[src/rtl/mem_port_arbiter_pkg.sv]
// mem_arb_pkg: shared types and constants for the RAM port arbiter.
//   arb_state_t  : arbiter FSM state (IDLE, ISSUE, WAIT, RESP), 2 bits
//   REQ_*        : conventional requester slot assignments
//   MAX_NREQ     : largest supported requester count
//   idx_width()  : width of a requester index (at least 1 bit)
package mem_arb_pkg;

    typedef enum logic [1:0] {
        IDLE  = 2'd0,
        ISSUE = 2'd1,
        WAIT  = 2'd2,
        RESP  = 2'd3
    } arb_state_t;

    localparam int REQ_LOADER = 0;
    localparam int REQ_DATA   = 1;
    localparam int REQ_FETCH  = 2;

    localparam int MAX_NREQ = 8;

    function automatic int idx_width(input int n);
        return (n > 1) ? $clog2(n) : 1;
    endfunction

endpackage

[src/rtl/mem_port_arbiter_if.sv]
// mem_port_arbiter_if: requester-side handshake plus RAM pin bundle.
//   req_valid/req_we/req_addr/req_wdata : per-requester request, packed by index
//   req_ack/rsp_rdata                   : completion pulse and read data
//   mem_addr/mem_wdata/mem_wren/mem_q   : single-port RAM pins
// Handshake: a requester raises req_valid with stable we/addr/wdata and holds
// them until it samples its req_ack bit high; req_ack is a one-cycle pulse and
// rsp_rdata is meaningful only while that pulse is high.
// Modports: master = requesters + RAM (drive requests and mem_q),
//           slave  = the arbiter.
interface mem_port_arbiter_if #(
    parameter int NREQ   = 3,
    parameter int ADDR_W = 16,
    parameter int DATA_W = 32
);
    logic [NREQ-1:0]        req_valid;
    logic [NREQ-1:0]        req_we;
    logic [NREQ*ADDR_W-1:0] req_addr;
    logic [NREQ*DATA_W-1:0] req_wdata;
    logic [NREQ-1:0]        req_ack;
    logic [DATA_W-1:0]      rsp_rdata;
    logic [ADDR_W-1:0]      mem_addr;
    logic [DATA_W-1:0]      mem_wdata;
    logic                   mem_wren;
    logic [DATA_W-1:0]      mem_q;

    modport master (
        output req_valid, req_we, req_addr, req_wdata, mem_q,
        input  req_ack, rsp_rdata, mem_addr, mem_wdata, mem_wren
    );

    modport slave (
        input  req_valid, req_we, req_addr, req_wdata, mem_q,
        output req_ack, rsp_rdata, mem_addr, mem_wdata, mem_wren
    );
endinterface

[src/rtl/mem_port_arbiter_rr_pick.sv]
// rr_pick: combinational round-robin selector.
//   req : request vector (N bits)
//   ptr : highest-priority index (must be < N)
//   any : at least one request set
//   idx : first set request at or above ptr, wrapping modulo N
module rr_pick #(
    parameter int N  = 3,
    parameter int IW = 2
) (
    input  logic [N-1:0]  req,
    input  logic [IW-1:0] ptr,
    output logic          any,
    output logic [IW-1:0] idx
);
    logic [N-1:0] rot;

    always_comb begin
        // Doubling the vector makes the right-rotate by ptr a plain shift;
        // bit k of rot then corresponds to requester (ptr + k) mod N.
        rot = N'({req, req} >> ptr);
        any = |req;
        idx = '0;
        // Descending scan so the lowest rotated position wins.
        for (int k = N - 1; k >= 0; k--) begin
            if (rot[k]) idx = IW'((32'(ptr) + k) % N);
        end
    end
endmodule

[src/rtl/mem_port_arbiter.sv]
// mem_port_arbiter: round-robin owner of a single-port RAM shared by NREQ
// requesters, one transaction in flight at a time.
//   clk, rst_n  : clock, asynchronous active-low reset
//   bus (slave) : requester handshake and RAM pins
//   busy        : transaction in progress (state != IDLE)
//   gnt_id      : index of the current or most recent winner
//   dbg_state   : FSM state
//   dbg_rr_ptr  : current round-robin priority pointer
// Flow: IDLE arbitrates and latches the winner; ISSUE drives the RAM for one
// cycle (the only cycle write enable can be high); reads then sit in WAIT for
// READ_LAT cycles counted from the address cycle; RESP pulses the winner's ack.
module mem_port_arbiter
    import mem_arb_pkg::*;
#(
    parameter int NREQ     = 3,
    parameter int ADDR_W   = 16,
    parameter int DATA_W   = 32,
    parameter int READ_LAT = 1,
    localparam int IDX_W   = idx_width(NREQ)
) (
    input  logic              clk,
    input  logic              rst_n,
    mem_port_arbiter_if.slave bus,
    output logic              busy,
    output logic [IDX_W-1:0]  gnt_id,
    output arb_state_t        dbg_state,
    output logic [IDX_W-1:0]  dbg_rr_ptr
);
    localparam int CNT_W = 2;

    arb_state_t        state;
    logic [IDX_W-1:0]  rr_ptr;
    logic [IDX_W-1:0]  win;
    logic              we_l;
    logic [CNT_W-1:0]  wait_cnt;

    logic [NREQ-1:0]   ack_r;
    logic [DATA_W-1:0] rdata_r;
    logic [ADDR_W-1:0] addr_r;
    logic [DATA_W-1:0] wdata_r;
    logic              wren_r;
    logic              busy_r;
    logic [IDX_W-1:0]  gnt_r;

    logic              pick_any;
    logic [IDX_W-1:0]  pick_idx;

    rr_pick #(
        .N  (NREQ),
        .IW (IDX_W)
    ) u_pick (
        .req (bus.req_valid),
        .ptr (rr_ptr),
        .any (pick_any),
        .idx (pick_idx)
    );

    always_ff @(posedge clk or negedge rst_n) begin
        if (!rst_n) begin
            state    <= IDLE;
            rr_ptr   <= '0;
            win      <= '0;
            we_l     <= 1'b0;
            wait_cnt <= '0;
            ack_r    <= '0;
            rdata_r  <= '0;
            addr_r   <= '0;
            wdata_r  <= '0;
            wren_r   <= 1'b0;
            busy_r   <= 1'b0;
            gnt_r    <= '0;
        end else begin
            case (state)
                IDLE: begin
                    if (pick_any) begin
                        // The RAM address/data registers double as the latched
                        // transaction; they are held until the next grant.
                        win     <= pick_idx;
                        gnt_r   <= pick_idx;
                        we_l    <= bus.req_we[pick_idx];
                        addr_r  <= bus.req_addr[pick_idx*ADDR_W +: ADDR_W];
                        wdata_r <= bus.req_wdata[pick_idx*DATA_W +: DATA_W];
                        wren_r  <= bus.req_we[pick_idx];
                        busy_r  <= 1'b1;
                        state   <= ISSUE;
                    end
                end
                ISSUE: begin
                    wren_r <= 1'b0;
                    if (we_l) begin
                        ack_r <= NREQ'(1) << win;
                        state <= RESP;
                    end else begin
                        wait_cnt <= CNT_W'(READ_LAT - 1);
                        state    <= WAIT;
                    end
                end
                WAIT: begin
                    if (wait_cnt == '0) begin
                        rdata_r <= bus.mem_q;
                        ack_r   <= NREQ'(1) << win;
                        state   <= RESP;
                    end else begin
                        wait_cnt <= wait_cnt - 1'b1;
                    end
                end
                RESP: begin
                    ack_r  <= '0;
                    rr_ptr <= (win == IDX_W'(NREQ - 1)) ? '0 : win + 1'b1;
                    busy_r <= 1'b0;
                    state  <= IDLE;
                end
                default: state <= IDLE;
            endcase
        end
    end

    assign bus.req_ack   = ack_r;
    assign bus.rsp_rdata = rdata_r;
    assign bus.mem_addr  = addr_r;
    assign bus.mem_wdata = wdata_r;
    assign bus.mem_wren  = wren_r;
    assign busy          = busy_r;
    assign gnt_id        = gnt_r;
    assign dbg_state     = state;
    assign dbg_rr_ptr    = rr_ptr;

endmodule

[src/flat_wrapper.sv]
// flat-port wrapper written by rule: the top's interface ports become plain ports
module mem_port_arbiter_flat import mem_arb_pkg::*;
#(
    parameter int NREQ     = 3,
    parameter int ADDR_W   = 16,
    parameter int DATA_W   = 32,
    parameter int READ_LAT = 1,
    localparam int IDX_W   = idx_width(NREQ)
)
  (clk, rst_n, busy, gnt_id, dbg_state, dbg_rr_ptr, bus_req_valid, bus_req_we, bus_req_addr, bus_req_wdata, bus_mem_q, bus_req_ack, bus_rsp_rdata, bus_mem_addr, bus_mem_wdata, bus_mem_wren);
  mem_port_arbiter_if #(.NREQ(NREQ), .ADDR_W(ADDR_W), .DATA_W(DATA_W)) bus_i ();
  input  logic clk;
  input  logic rst_n;
  output logic busy;
  output logic [IDX_W-1:0] gnt_id;
  output arb_state_t dbg_state;
  output logic [IDX_W-1:0] dbg_rr_ptr;
  input wire logic [$bits(bus_i.req_valid)-1:0] bus_req_valid;
  input wire logic [$bits(bus_i.req_we)-1:0] bus_req_we;
  input wire logic [$bits(bus_i.req_addr)-1:0] bus_req_addr;
  input wire logic [$bits(bus_i.req_wdata)-1:0] bus_req_wdata;
  input wire logic [$bits(bus_i.mem_q)-1:0] bus_mem_q;
  output wire logic [$bits(bus_i.req_ack)-1:0] bus_req_ack;
  output wire logic [$bits(bus_i.rsp_rdata)-1:0] bus_rsp_rdata;
  output wire logic [$bits(bus_i.mem_addr)-1:0] bus_mem_addr;
  output wire logic [$bits(bus_i.mem_wdata)-1:0] bus_mem_wdata;
  output wire logic [$bits(bus_i.mem_wren)-1:0] bus_mem_wren;
  assign bus_i.req_valid = bus_req_valid;
  assign bus_i.req_we = bus_req_we;
  assign bus_i.req_addr = bus_req_addr;
  assign bus_i.req_wdata = bus_req_wdata;
  assign bus_i.mem_q = bus_mem_q;
  assign bus_req_ack = bus_i.req_ack;
  assign bus_rsp_rdata = bus_i.rsp_rdata;
  assign bus_mem_addr = bus_i.mem_addr;
  assign bus_mem_wdata = bus_i.mem_wdata;
  assign bus_mem_wren = bus_i.mem_wren;
  mem_port_arbiter #(.NREQ(NREQ), .ADDR_W(ADDR_W), .DATA_W(DATA_W), .READ_LAT(READ_LAT)) u_core (.clk(clk), .rst_n(rst_n), .bus(bus_i), .busy(busy), .gnt_id(gnt_id), .dbg_state(dbg_state), .dbg_rr_ptr(dbg_rr_ptr));
endmodule
[config.mk]
export PLATFORM = sky130hd
export DESIGN_NAME = mem_port_arbiter_flat
export DESIGN_NICKNAME = d
export VERILOG_FILES = /design/src/rtl/mem_port_arbiter_pkg.sv /design/src/rtl/mem_port_arbiter_if.sv /design/src/rtl/mem_port_arbiter_rr_pick.sv /design/src/rtl/mem_port_arbiter.sv /design/src/flat_wrapper.sv
export SDC_FILE = /design/constraint.sdc
export NUM_CORES = 1
export LEC_CHECK = 0
export CORE_MARGIN = 3
export CORE_UTILIZATION = 35
export CTS_CLUSTER_DIAMETER = 200
export CTS_CLUSTER_SIZE = 20
export DETAILED_ROUTE_END_ITERATION = 16
export PLACE_DENSITY_LB_ADDON = 0.2
export SLEW_MARGIN = 30
export SYNTH_ARGS = -nofsm -noshare
export SYNTH_HDL_FRONTEND = slang
export SYNTH_HIERARCHICAL = 1
export SYNTH_SLANG_ARGS = --single-unit
export TNS_END_PERCENT = 30
[constraint.sdc]
create_clock -name clk -period 2.3 [get_ports clk]
set_clock_uncertainty 0.2 [all_clocks]
set_input_delay 0.345 -clock clk [delete_from_list [all_inputs] [get_ports clk]]
set_output_delay 0.345 -clock clk [all_outputs]
set_load 0.01 [all_outputs]
; ---- Yosys cells after proc, flatten, opt, wreduce, memory -nomap -nowiden
; Cells that the tools add are included.
[word_totals]
elab_cells = 66
output_inout_bits = 91
in_bits = 184
ff_bits = 94
[classes]
div = 3
n_mux = 20
order_cmp = 1
reduce_logical = 14
n_eq_ne = 9
n_shift = 4
add_sub_neg = 4
[ops]
columns = cell, n
row1 = 96-bit by 8-bit indexed part select with 32-bit output, 1
row2 = 32-bit by 2-bit modulo with 32-bit output (second input constant), 2
row3 = 48-bit by 7-bit indexed part select with 16-bit output, 1
row4 = 2-bit by 2-bit modulo with 32-bit output (second input constant), 1
row5 = 2-bit two-way mux, 8
row6 = 2-bit AND reduction, 5
row7 = 3-bit one-hot mux with 3 select lines, 1
row8 = 2-bit one-hot mux with 4 select lines, 1
row9 = 2-bit == test (second input constant), 3
row10 = 3-bit two-way mux, 2
row11 = 2-bit by 1-bit != test with 1-bit output (second input constant), 3
row12 = 3-bit AND reduction, 2
row13 = 2-bit nonzero test, 3
row14 = 6-bit by 2-bit right shift with 3-bit output, 1
row15 = 2-bit logical NOT, 2
row16 = 1-bit two-way mux, 4
row17 = 2-bit != test (second input constant), 2
row18 = 1-bit one-hot mux with 2 select lines, 2
row19 = 2-bit one-hot mux with 2 select lines, 1
row20 = 2-bit by 1-bit adder with 3-bit output (second input constant), 1
row21 = 2-bit by 2-bit adder with 3-bit output (second input constant), 1
row22 = 2-bit by 3-bit less-than comparator with 1-bit output (second input constant), 1
row23 = 3-bit nonzero test, 1
row24 = 3-bit OR reduction, 1
row25 = other kinds (5), 5

; ---- Longest topological paths before layout
[depth]
word_depth = 9
ltp_mapped = 12
depth_no_buf = 9

; ---- Hierarchy
; The synthesis kept the hierarchy.
[by_module_without_submodules]
columns = mod, n_inst, area_per_inst_um2, cells_per_inst, seq_area_each_um2
row1 = mem_port_arbiter, 1, 4808.4, 453, 2352.3
row2 = rr_pick, 1, 244.0, 34, 0.0

; ---- Worst setup path after synthesis
; No wires, ideal clock.
[synth_path]
path_type = reg2reg
start = register u_core.rr_ptr[0] (netlist: u_core/dbg_rr_ptr[0])
end = register u_core.addr_r[0] (netlist: u_core/bus.mem_addr[0])
synth_period_minus_slack_ns = 2.381
path_slack_ns = -0.081
arrival_ns = 2.099
stages_incl_launch_ff = 12
cell_sequence = dfrtp_1 > inv_1 > ha_1 > nand3b_1 > a21oi_1 > a311oi_1 > nor2_1 > nor2b_4 > buf_6 > buf_4 > nand2_1 > a31oi_1
[synth_via]
elab_chain_len = 6
[synth_lines]
columns = element, line
row1 = from (decl), mem_port_arbiter.sv:32  ; logic [IDX_W-1:0] rr_ptr;
row2 = from (signal assigned), mem_port_arbiter.sv:109  ; rr_ptr <= (win == IDX_W'(NREQ - 1)) ? '0 : win + 1'b1;
row3 = 2-bit by 2-bit adder with 3-bit output, mem_port_arbiter_rr_pick.sv:25  ; if (rot[k]) idx = IW'((32'(ptr) + k) % N);
row4 = 32-bit by 2-bit modulo with 32-bit output, mem_port_arbiter_rr_pick.sv:25
row5 = 2-bit two-way mux (2 in series), mem_port_arbiter_rr_pick.sv:25
row6 = 2-bit two-way mux *, mem_port_arbiter_rr_pick.sv:25
row7 = named net u_core.pick_idx[0], mem_port_arbiter.sv:46  ; logic [IDX_W-1:0] pick_idx;
row8 = 48-bit by 7-bit indexed part select with 16-bit output *, mem_port_arbiter.sv:81  ; addr_r <= bus.req_addr[pick_idx*ADDR_W +: ADDR_W];
row9 = to (signal assigned), mem_port_arbiter.sv:81
row10 = to (decl), mem_port_arbiter.sv:39  ; logic [ADDR_W-1:0] addr_r;
; The timed path passes the listed nets; every way through them passes the cells marked *.
; A chain may end at the register's enable or synchronous reset.

; ---- Final worst setup path
[layout_path]
start = register u_core.rr_ptr[0] (netlist: u_core/dbg_rr_ptr[0])
end = register u_core.addr_r[2] (netlist: u_core/bus.mem_addr[2])
; The elaborated chain is that of the path after synthesis.

==> impl_metrics.toml <==
[status]
status = "complete, but fails checks"
violations = "setup timing"

[sta]
fmax_ghz = 0.403
period_share_pct = 108
setup_viol_count_final = 50
finalSetupTns_ns = -6.34
drv_slew = 0
slew_headroom_pct = 63.3
final.min_clock_period_ns = 2.48
rsz0062_at_grt = "true"
setup_slack_ns = -0.181
tightest_slew_ns = 0.551
final_hold_viol_count = 0

[synthesis]
synth_nets = 680
synth_ff_type = "dfrtp_1"
synth_top_cell_area_share_pct = 46.6
syn_area_um2 = 5050
synth-seq-cells = 94
synthCells = 487
yosysTopAreaCell = "dfrtp_1"
synth_commonest_cells = "dfrtp_1 (94), nor2_1 (57), mux2i_1 (54), nand2_1 (52), a31oi_1 (48)"
synth_area_per_cell_um2 = 10.4
ys_seq_area_share_pct = 46.6
synth_edf_count = 0
synth.most_common_cell = "dfrtp_1"
synth_cell_types = 43
synth_area_leaders = "dfrtp_1 (47%), mux2i_1 (11%), mux2_2 (8.9%), a31oi_1 (5.9%), or2_1 (5.1%)"
yosys_warnings = 6
async_reset_ff_share_pct = 100

[clocking]
cts_max_level = 3
clock_path_buffers = 2
cts_tree = "built"
cts_buffers = 9
cts_sinks = 94
clkTransAtPathRegs_ns = 0.07
clk_latency_ns = 0.34
cts_root_buf = "clkbuf_16"

[layout]
nets = 974
fillers = 1179
syn2layout_area_growth_pct = 73.6
num_antenna_cells = 0
final_area_um2 = 8770
layout-drive-gt1-share_pct = 15.8

[global_route]
gr-total-overflow = 0
antenna_found_initial = 0
grtUsageTotal_pct = 19.6
grt_max_degree = 55
grt_pass1_vias = 4852
grt_pass1_wl_mm = 25.1

[critical_path]
startpoint_type = "flip-flop"
critical_path.max_fanout = 9
cp_num_buf_inv = 3
slowest_delay_ns = 0.47
path_class = "reg2reg"
cpMostUsedCell = "buf_12"
crit_chain = "buf_4 > or3b_4 > o211ai_1 > a311oi_2 > nor2_4 > buf_12 > buf_12 > mux2i_2 > or2_1 > a31oi_1"
required_ns = 2.32
crit_path_end_kind = "flip-flop"
critPathSlowestCell = "dfrtp_2"
arrival_ns = 2.50
cpLargestDelayFamily = "simple AND/OR/NAND/NOR gates"

[drt]
ant_nets = 0
first_pass_iters = 4
via_per_inst = 4.92
route.detailed.drc = 0
drt_wl_total_mm = 16.4
routedWlPerCell_um = 17.0
dr_total_vias = 4749
drtIter0Drc = 173

[place]
place_congestion = 0.810
port_buffers = 274
dp_hpwl_mm = 12.0
postPlaceCellArea_um2 = 8130

[die]
die_area_um2 = 15900
start_util_pct = 36.1
rows = 43
io-pin-count = 275
die_w_um = 126
die_h_um = 126
core_area_um2 = 14000

[hold_path]
hold_class = "reg2reg"

[flow_run]
maxCapViolations = 0

[power]
ir_drop_v = 0.000886
power.density_nw_per_um2 = 1450
p_leak_nw = 3.55
==> cell type report <==
| cell class | instances | area, um^2 | share of cell area, % |
|---|---|---|---|
| multi-input combinational | 351 | 2570 | 29.3 |
| tap | 180 | 225 | 2.57 |
| sequential | 94 | 2350 | 26.8 |
| timing repair buffer | 315 | 3290 | 37.5 |
| inverter | 10 | 37.5 | 0.428 |
| clock buffer | 9 | 225 | 2.57 |
| clock inverter | 7 | 68.8 | 0.784 |
==> what timing repair did <==
| item | CTS | global route |
|---|---|---|
| hold endpoints to repair | 40 | 0 |
| gates cloned | 2 | 3 |
| gates resized for setup | 22 | 9 |
| setup buffers | 6 | 2 |
| hold buffers | 1 | 0 |
| pin swaps | 9 | 9 |
| endpoints found under the setup margin | 51 | 51 |
==> cell families after synthesis <==
family | count (synthesis) | share of synthesized area (%)
compound gates | 71 | 9.26
fa+ha+maj | 9 | 2.23
mux | 94 | 19.6
flops | 94 | 46.6
simple gates | 177 | 17.0
buf+inv | 42 | 5.35
==> through the flow <==
step | cells | utilization, % | hold WS [ns] | worst slack, ns | power, W
4_1_cts | 961 | 61.7 | 0.286 | -0.169 | 0.0124
2_1_floorplan | 487 | - | -0.151 | 0.00774 | 0.00715
6_report | 966 | 62.7 | 0.282 | -0.181 | 0.0128
3_5_place_dp | 936 | 58.1 | 0.175 | -0.597 | 0.0103
3_3_place_gp | 936 | 58.1 | 0.166 | -0.556 | 0.0102
5_1_grt | 966 | 62.7 | 0.327 | -0.297 | 0.0136
==> routing by layer <==
| layer | GRT usage [%] | wire length, um | vias to the layer above |
|---|---|---|---|
| li1 | - | - | 2277 |
| met1 | 22.7 | 6460 | 2250 |
| met2 | 34.7 | 8310 | 202 |
| met3 | 6.45 | 1420 | 20 |
| met4 | 5.74 | 243 | 0 |
| met5 | 0 | 0 | - |
==> worst register-to-register path, cell delays in order (launching register included) <==
cell and delay [ns]:
dfrtp_2 0.47, buf_4 0.18, or3b_4 0.37, o211ai_1 0.11
a311oi_2 0.09, nor2_4 0.14, buf_12 0.18, buf_12 0.15
mux2i_2 0.23, or2_1 0.15, a31oi_1 0.09
==> path summary, 6_finish.rpt <==
check,from,endpoint,slack (ns),cells past startpoint
setup / recovery,u_core/dbg_rr_ptr[0],u_core/bus.mem_addr[2],-0.18,10
max in group asynchronous,rst_n,u_core/bus.mem_wdata[24],0.88,3
hold / removal,u_core/bus.mem_wren,u_core/bus.mem_wren,0.28,2
setup reg to reg,u_core/dbg_rr_ptr[0],u_core/bus.mem_addr[2],-0.18,10
hold reg to reg,u_core/bus.mem_wren,u_core/bus.mem_wren,0.28,2
min in group asynchronous,rst_n,u_core/bus.req_ack[0],0.36,2
==> flip-flops by register name, summed over array words and instances, names as in the netlist <==
register and count:
u_core/bus.mem_wren 1, u_core/bus.req_ack 3, u_core/bus.mem_addr 16, u_core/dbg_state 2
u_core/bus.rsp_rdata 32, u_core/gnt_id 2, u_core/wait_cnt 2, u_core/busy 1
u_core/we_l 1, u_core/dbg_rr_ptr 2, u_core/bus.mem_wdata 32
==> cell usage in the layout (no fill, tap or decap), types with 11 or more instances in the layout <==
| master | instances |
|---|---|
| buf_4 | 22 |
| or2_1 | 41 |
| clkbuf_16 | 12 |
| nor2_1 | 54 |
| clkdlybuf4s50_1 | 271 |
| mux2i_1 | 47 |
| nand2_1 | 51 |
| dfrtp_1 | 92 |
| a31oi_1 | 48 |
| buf_12 | 11 |
| mux2_2 | 40 |
==> power by group <==
| part | internal [W] | switching [W] | leakage (nW) |
|---|---|---|---|
| clock | 0.000757 | 0.000689 | 0.137 |
| combinational | 0.00466 | 0.00365 | 2.33 |
| sequential | 0.00250 | 0.000486 | 1.09 |
No activity file was read; power rests on OpenSTA's default activity.
